### config.mk
export PLATFORM = sky130hd
export DESIGN_NAME = sra_datapath
export DESIGN_NICKNAME = d
export VERILOG_FILES = /design/src/rtl/sra_datapath.sv
export SDC_FILE = /design/constraint.sdc
export NUM_CORES = 1
export LEC_CHECK = 0
export CAP_MARGIN = 20
export CORE_MARGIN = 2
export CORE_UTILIZATION = 42
export DETAILED_ROUTE_END_ITERATION = 6
export PLACE_DENSITY_LB_ADDON = 0.15
export SETUP_SLACK_MARGIN = 0.05
export SYNTH_ARGS = -nofsm -noshare
export SYNTH_HDL_FRONTEND = slang
export SYNTH_SLANG_ARGS = --single-unit
### constraint.sdc
create_clock -name clk -period 1.4 [get_ports clk]
set_input_delay 0.42 -clock clk [delete_from_list [all_inputs] [get_ports clk]]
set_output_delay 0.42 -clock clk [all_outputs]
set_load 0.02 [all_outputs]
### src/rtl/sra_datapath.sv
// Arithmetic right-shift datapath slaved to the SRA controller state code.
// Optional build macro SRA_CLAMP_EN clamps oversized shift amounts to WIDTH-1.
module sra_datapath #(
  parameter int WIDTH = 8
) (
  input  logic                     clk,
  input  logic                     rst,
  input  logic [3:0]               state,
  input  logic [WIDTH-1:0]         data_in,
  input  logic [$clog2(WIDTH):0]   shamt_in,
  output logic [WIDTH-1:0]         result,
  output logic                     done,
  output logic                     busy
);

  localparam int SW = $clog2(WIDTH);

  logic [WIDTH-1:0] op_a;
  logic [SW-1:0]    cnt;
  logic [SW-1:0]    cnt_load;

`ifdef SRA_CLAMP_EN
  localparam logic [SW:0]   WIDTH_C = (SW+1)'(WIDTH);
  localparam logic [SW-1:0] CNT_MAX = SW'(WIDTH - 1);

  // Oversized amounts saturate to a full sign fill instead of wrapping.
  always_comb begin
    cnt_load = shamt_in[SW-1:0];
    if (shamt_in >= WIDTH_C) cnt_load = CNT_MAX;
  end
`else
  logic unused_shamt_msb;

  assign unused_shamt_msb = shamt_in[SW];
  assign cnt_load         = shamt_in[SW-1:0];
`endif

  always_ff @(posedge clk) begin
    if (rst) begin
      op_a   <= '0;
      cnt    <= '0;
      result <= '0;
      done   <= 1'b0;
      busy   <= 1'b0;
    end else begin
      case (state)
        4'd0, 4'd14, 4'd15: busy <= 1'b0;
        4'd1: begin
          op_a <= data_in;
          done <= 1'b0;
          busy <= 1'b1;
        end
        4'd2: cnt <= cnt_load;
        4'd7: begin
          if (cnt == '0 && !done) begin
            result <= op_a;
            done   <= 1'b1;
            busy   <= 1'b0;
          end
        end
        4'd8: begin
          if (cnt != '0) op_a <= {op_a[WIDTH-1], op_a[WIDTH-1:1]};
        end
        4'd9: begin
          // Gated so the count parks at zero and later loop passes are inert.
          if (cnt != '0) cnt <= cnt - SW'(1);
        end
        default: ;
      endcase
    end
  end

endmodule

Word level (Yosys, flattened, before mapping). Cells that the tools add are included.

Register bits after elaboration: 21. Output and inout bits: 10. Word-level logic and storage cells: 42. Input bits: 18.

Bitwise operators: 1. Eq/ne operators: 10. Add/sub/neg operators: 1. Multiplexer cells: 8. Reduce and logical (&&, ||, !) cells: 16.

Operators by type and width (count): $eq 4x4->1 const B (4); $pmux 8 s2 (1); $reduce_and 2->1 (6); $mux 7 (1); $ne 2x2->1 const B (3); $pmux 3 s2 (1); $reduce_bool 2->1 (3); $reduce_bool 3->1 (2); $eq 4x1->1 const B (1); $eq 4x2->1 const B (1); $eq 4x3->1 const B (1); $logic_not 4->1 (1); $logic_not 3->1 (1); $mux 3 (1); $pmux 1 s3 (1); $reduce_or 3->1 (1); $sub 3x1->3 const B (1); $mux 1 (2); $pmux 1 s2 (1); $logic_and 1x1->1 (1); $logic_not 1->1 (1); $not 1->1 (1).

Depth between registers and ports, before layout. Gate-level depths: netlist of the first run.

Word-level depth: 4. Gate-level depth with buffers: 7. Depth with buffers taken out: 6.

Least setup slack after synthesis of the first run. No wires, ideal clock.

Path kind: input to register. Start: input state[2]. End: register cnt[0]. Cell stages on the path: 5. Library setup time: 0.086 ns. Arrival: 1.427 ns. Data required time: 1.314 ns. Slack: -0.113 ns. Cells stage by stage: buf_2 nor2_2 a41oi_1 o21bai_1 a211oi_1.

Cells in the longest elaborated chain, start to end: 3. Elaborated cells between the ends (all ways): 6. Those cells by class: eq/ne: 3; mux: 1; reduce/logical: 2.

Ends and longest elaborated chain: from (decl) (line 8) `input logic [3:0] state,`; $eq 4x4->1 / $eq 4x2->1 (equally long branches) (line 46) `case (state)`; $ne 2x2->1 (no line) / $reduce_bool 2->1 (equally long branches); $reduce_and 2->1 (no line); to (signal assigned) (line 53) `4'd2: cnt <= cnt_load;`; to (signal assigned) (line 66) `if (cnt != '0) cnt <= cnt - SW'(1);`; to (decl) (line 19) `logic [SW-1:0] cnt;`.

Parallel ways exist; a longest one is shown, timed or not. A chain may end at the register's enable or synchronous reset.

Worst setup path after layout of the first run.
Start: register cnt[1]. End: register op_a[3].

Cells in the longest elaborated chain, start to end: 3.

Ends and longest elaborated chain: $reduce_bool 3->1 (line 62) `if (cnt != '0) op_a <= {op_a[WIDTH-1], op_a[WIDTH-1:1]};`; $ne 2x2->1 (no line); $reduce_and 2->1 (no line); to (signal assigned) (line 49) `op_a <= data_in;`; to (signal assigned) (line 62); to (decl) (line 18) `logic [WIDTH-1:0] op_a;`.

Every way passes these cells.

==> out/qor.csv, run 1 <==
metric;value;unit
status;finished, violations left;
failing checks;negative setup slack;
ys async rst share;0;%
Fmax achieved;668;MHz
main flop type after synthesis;dfxtp_1;
Post-Syn Instances;108;
Final Util;70.4;%
chip width;53.1;um
Vert. Die Dim;53.1;um
Ant. Diodes;0;
internal reg-to-reg setup slack;-100;ps
hold endpoint;cnt[1];
TritonCTS Buffers;3;
Final setup viols;18;
Port-buffer cells;26;
drt pass-1 iters;4;
synth unique cells;31;
Slew @ Worst Pin;287;ps
Slew Viols, Final;0;
CTS tree;done;
Pleak;0.604;nW
Sink Count;21;
Peak VDD IR;828;uV
PD cells;748;nW/um2
vias post-DR;1009;
Power, Total;1.19;mW
RSZ-0062 raised after global routing;yes;
sequential fraction of the synthesis area;41.5;%
core area;2250;um2
crit path launch type;flip-flop;
Critical Path AT;1720;ps
crit end category;flip-flop;
Worst-path clk slew;130;ps
GRT Residual Overflow;0;
number of global-route vias before repair;963;
Max FO, Critical Path;7;
Post-route DRC;0;
Worst R2R End;op_a[3];
Routed Antenna Nets;0;
largest net degree at the start of global routing;15;
H-tree depth;1;
required time worst endpoint;1620;ps
clock buffer depth;2;
First DRT Iteration DRCs;4;
period utilization;107;%
IO Count;28;
max_cap viols;0;
die area;2820;um2
r2r startpoint;cnt[1];
HP Class;reg2reg;
count leader, synth;dfxtp_1;
top cell type's share of synthesized area;41.5;%
initial antenna violation count;0;
CP Class;reg2reg;
syn_nets;128;
Hold Path Stages;2;
top cells by count, synth;21 x dfxtp_1, 15 x mux2i_1, 11 x a21oi_1, 11 x nor2_1, 7 x a311oi_1;
NumNets Final;176;
WL/cell;14.4;um
Detailed Route WL;2.64;mm
first-pass GRT wire length;4.33;mm
hold_buf cts;0;
post-synthesis cell area;1010;um2
Layout area overhead;56.7;%
HP Start;cnt[1];
slew margin rel.;80.9;%
Worst Setup SP;cnt[1];
Root Buffer Master;clkbuf_4;
Clock Skews;14.6;ps
Clk Latency, worst-skew pair;320;ps
vias per cell;5.51;
Final Critical Period;1500;ps
Starting Density;44.9;%
GP Congestion;0.707;
leading area contributor after synthesis;dfxtp_1;
Fin Hold WS;485;ps
share of cells above drive strength 1;39.4;%
worst setup margin;-97.8;ps
Mapped Avg Cell Area;9.37;um2
final HPWL from detailed placement;1.79;mm
number of enable flip-flop cells after synthesis;0;
post-placement setup slack;-605;ps
main area contributors after synthesis;dfxtp_1 42%, mux2i_1 15%, a311oi_1 6.1%;
final setup TNS;-1030;ps
Hold Violations, Final;0;
std cell rows;17;
Total GRT Usage;21.5;%
flops & latches, synth;21;
worst reg2reg path depth;7;
Yosys Warn Count;0;
## placed cells by master (no fill, tap or decap), types with 2 or more instances in the layout
master / instances
dfxtp_1: 19
buf_4: 19
mux2i_1: 15
clkdlybuf4s50_1: 12
nor2_1: 11
buf_2: 10
a21oi_1: 7
nand2_1: 6
a311oi_1: 6
a21oi_2: 4
nand2b_4: 3
nand3_1: 3
clkbuf_4: 3
buf_6: 3
inv_2: 2
nor2b_1: 2
or3_1: 2
dfxtp_2: 2
## registers in the layout, summed over array words and instances, names as in the netlist
| signal | flops |
|---|---|
| result | 8 |
| done | 1 |
| busy | 1 |
| cnt | 3 |
| op_a | 8 |
## worst max path at each step
stage | endpoint | slack, ps | depth (start not counted)
floorplan | op_a[0] | 30 | 4
global placement | result[6] | -580 | 6
detailed placement | cnt[0] | -610 | 6
CTS | result[5] | -70 | 7
global route | op_a[5] | -200 | 7
finish | op_a[3] | -100 | 7
## area by class of cell
type	count	area (um2)
Tap cell	28	35.0
Inverter	2	7.51
Fill cell	189	668
Clock buffer	3	22.5
Timing Repair Buffer	50	427
Multi-Input combinational cell	78	667
Clock inverter	1	5.00
Sequential cell	21	423
## cell families (layout without fill, tap and decap cells)
logic type	count (synthesis)	count (layout)	synth area share (%)
AND/OR/NAND/NOR	34	34	19.2
adder cells (fa/ha/maj)	2	2	2.47
flip-flops	21	21	41.5
AO/OA/AOI/OAI	27	27	17.9
buffers and inverters	9	56	4.08
multiplexers	15	15	14.8
## report_power, final
group	internal [mW]	leakage (nW)	switching, mW	total [mW]
combinational	0.140	0.415	0.116	0.255
clock	0.107	0.0177	0.202	0.309
sequential	0.612	0.171	0.0103	0.623
## routing by layer
metal  GRT usage, %  up-vias  part of all wire (%)
met3           5.37        8                   6.1
met1           26.0      470                    42
met2           35.2       38                    49
met5              0        -                     0
li1               -      493                     -
met4           10.3        0                   2.5
## metrics by stage
stage / cells / instance area, um2
floorplan: 108 / 1100
global placement: 175 / 1510
detailed placement: 175 / 1510
CTS: 180 / 1550
global route: 183 / 1590
finish: 183 / 1590
## worst max-delay path, stage by stage, from the launching register on
cell and delay [ps]:
dfxtp_2 360, inv_2 50, ha_4 160, nor2b_1 130, o21ai_2 250, buf_12 160
a21oi_1 60, a311oi_1 210
## what timing repair did
| item | CTS | global route |
|---|---|---|
| cloned | 0 | 1 |
| setup buffers | 1 | 2 |
| pin swaps | 5 | 17 |
| gates resized for setup | 50 | 12 |
| setup endpoints to repair | 31 | 23 |
Power figures use the tool's default switching activity.
==> run 2, diff against run 1 <==
SKIP_LAST_GASP = 1   (was not set)
==> run 2 against run 1 <==
  * The flow still finishes with violations (negative setup slack)
  * Highest routed layer unchanged
  * Critical path depth did not move
  * Via count shrank 1.1%
  * Final cell count unchanged
  * Cell area shrank 0.24%
  * Clock-buffer cell count unchanged
  * Core utilization decreased by 0.17 points
  * Die area stayed put
  * Non-clock buffer count unchanged
  * Critical endpoint is now op_a[5]
  * Sequential share of layout area up 0.063 points
==> out/qor.csv, run 2 (synthesis results as in run 1) <==
metric;value;unit;change
status;finished, violations left;;
failing checks;negative setup slack;;
PD cells;746;nW/um2;-0.26%
Root Buffer Master;clkbuf_4;;
Port-buffer cells;26;;unchanged
vias post-DR;998;;-1.1%
RSZ-0062 raised after global routing;yes;;
IO Count;28;;unchanged
DP Cell Count;175;;unchanged
period utilization;106;%;-0.79 points
Ant. Diodes;0;;unchanged
Clock Skews;13.6;ps;-1.01 ps
Peak VDD IR;824;uV;-0.48%
crit path launch type;flip-flop;;
Vert. Die Dim;53.1;um;unchanged
Clk Latency, worst-skew pair;320;ps;about the same
Max FO, Critical Path;7;;unchanged
Slew Viols, Final;0;;unchanged
share of cells above drive strength 1;38.7;%;-0.65 points
Largest regs;op_a (8), result (8), cnt (3);;
internal reg-to-reg setup slack;-90;ps;about the same
Fin Hold WS;471;ps;-13.7 ps
core area;2250;um2;unchanged
Final Critical Period;1490;ps;-11.0 ps
Post-route DRC;0;;unchanged
die area;2820;um2;unchanged
max_cap viols;0;;unchanged
Design Area, Final;1580;um2;-0.24%
Final Non-Filler Cells;183;;unchanged
CTS tree;done;;
Detailed Route WL;2.60;mm;-1.4%
final HPWL from detailed placement;1.79;mm;unchanged
Critical Path AT;1710;ps;about the same
Total GRT Usage;21.5;%;+0.059 points
Fmax achieved;673;MHz;+0.74%
area post-placement;1510;um2;unchanged
std cell rows;17;;unchanged
worst setup margin;-86.7;ps;+11.0 ps
First DRT Iteration DRCs;7;;+3
crit path cell chain;inv_2 -> ha_4 -> nor2b_1 -> o21ai_2 -> buf_12 -> a21oi_1 -> a311oi_1;;
GP Congestion;0.707;;unchanged
NumNets Final;176;;unchanged
chip width;53.1;um;unchanged
HP Class;reg2reg;;
number of global-route vias before repair;957;;-0.62%
largest net degree at the start of global routing;15;;unchanged
required time worst endpoint;1620;ps;about the same
CP Class;reg2reg;;
GRT Residual Overflow;0;;unchanged
initial antenna violation count;0;;unchanged
crit end category;flip-flop;;
first-pass GRT wire length;4.35;mm;+0.32%
Routed Antenna Nets;0;;unchanged
Sink Count;21;;unchanged
Slowest cell on crit path;dfxtp_2;;
drt pass-1 iters;4;;unchanged
Hold Violations, Final;0;;unchanged
slew margin rel.;80.8;%;about the same
Worst-path clk slew;130;ps;about the same
H-tree depth;1;;unchanged
Slew @ Worst Pin;288;ps;+0.709 ps
TritonCTS Buffers;3;;unchanged
vias per cell;5.45;;-1.1%
post-placement setup slack;-605;ps;unchanged
Pleak;0.603;nW;-0.15%
max incr delay on CP;360;ps;about the same
commonest non-fill, non-tap cells in the layout;19 x dfxtp_1, 19 x buf_4, 15 x mux2i_1, 12 x clkdlybuf4s50_1, 11 x nor2_1;;
Layout area overhead;56.4;%;
clock buffer depth;2;;unchanged
Starting Density;44.9;%;unchanged
Final setup viols;17;;-1
WL/cell;14.2;um;-1.4%
## run 2: cell count changes in the layout (fill, tap and decap cells not counted), sizes merged
cell	previous run	this run
buf	33	32
clkbuf	5	6
## run 2: path summary, 6_finish.rpt
kind	start	to	cells past startpoint
max	cnt[1]	op_a[5]	7
min reg2reg	cnt[1]	cnt[1]	2
min	cnt[1]	cnt[1]	2
max reg2reg	cnt[1]	op_a[5]	7
## run 2: worst max-delay path, delay by kind of cell (launching register included)
kind	cells	cell delay, ps
AO/OA/AOI/OAI	3	520
flip-flops	1	360
buffers and inverters	2	210
adder cells (fa/ha/maj)	1	160
AND/OR/NAND/NOR	1	130
## run 2: metal layers
metal	global-route usage [%]	vias up	wire length, um
met4	10.3	0	60
met3	5.65	6	153
met2	35.0	33	1300
met1	26.2	464	1090
li1	-	495	-
met5	0	-	0
## run 2: area by class of cell
cell class	instances	area (um2)
Inverter	2	7.51
Clock inverter	1	5.00
Sequential cell	21	423
Timing Repair Buffer	50	427
Fill cell	189	672
Tap cell	28	35.0
Clock buffer	3	22.5
Multi-Input combinational cell	78	663
## run 2: timing repair
action,4_1_cts,5_1_grt
resized for setup,47,13
endpoints found under the setup margin,31,24
hold buffers,0,0
pin swaps,3,16
buffers inserted,1,2
gates cloned,0,1
## run 2: stage by stage
| step | util [%] | power [mW] | setup TNS [ps] |
|---|---|---|---|
| 2_1_floorplan | - | 0.750 | 0 |
| 3_3_place_gp | 66.9 | 0.857 | -10510 |
| 3_5_place_dp | 66.9 | 0.862 | -10890 |
| 4_1_cts | 68.9 | 1.17 | -591 |
| 5_1_grt | 70.2 | 1.23 | -2710 |
| 6_report | 70.2 | 1.18 | -898 |
## run 2: power by group
group | internal [mW] | switching (mW) | total, mW | leakage [nW]
sequential | 0.612 | 0.0102 | 0.622 | 0.171
clock | 0.107 | 0.198 | 0.305 | 0.0177
combinational | 0.139 | 0.115 | 0.254 | 0.414
total | 0.858 | 0.323 | 1.18 | 0.603
==> run 3, diff against run 2 <==
CAP_MARGIN = 25   (was 20)
==> results of run 3 <==
Same layout as run 2: the final DEF is identical, and so are final timing and power.
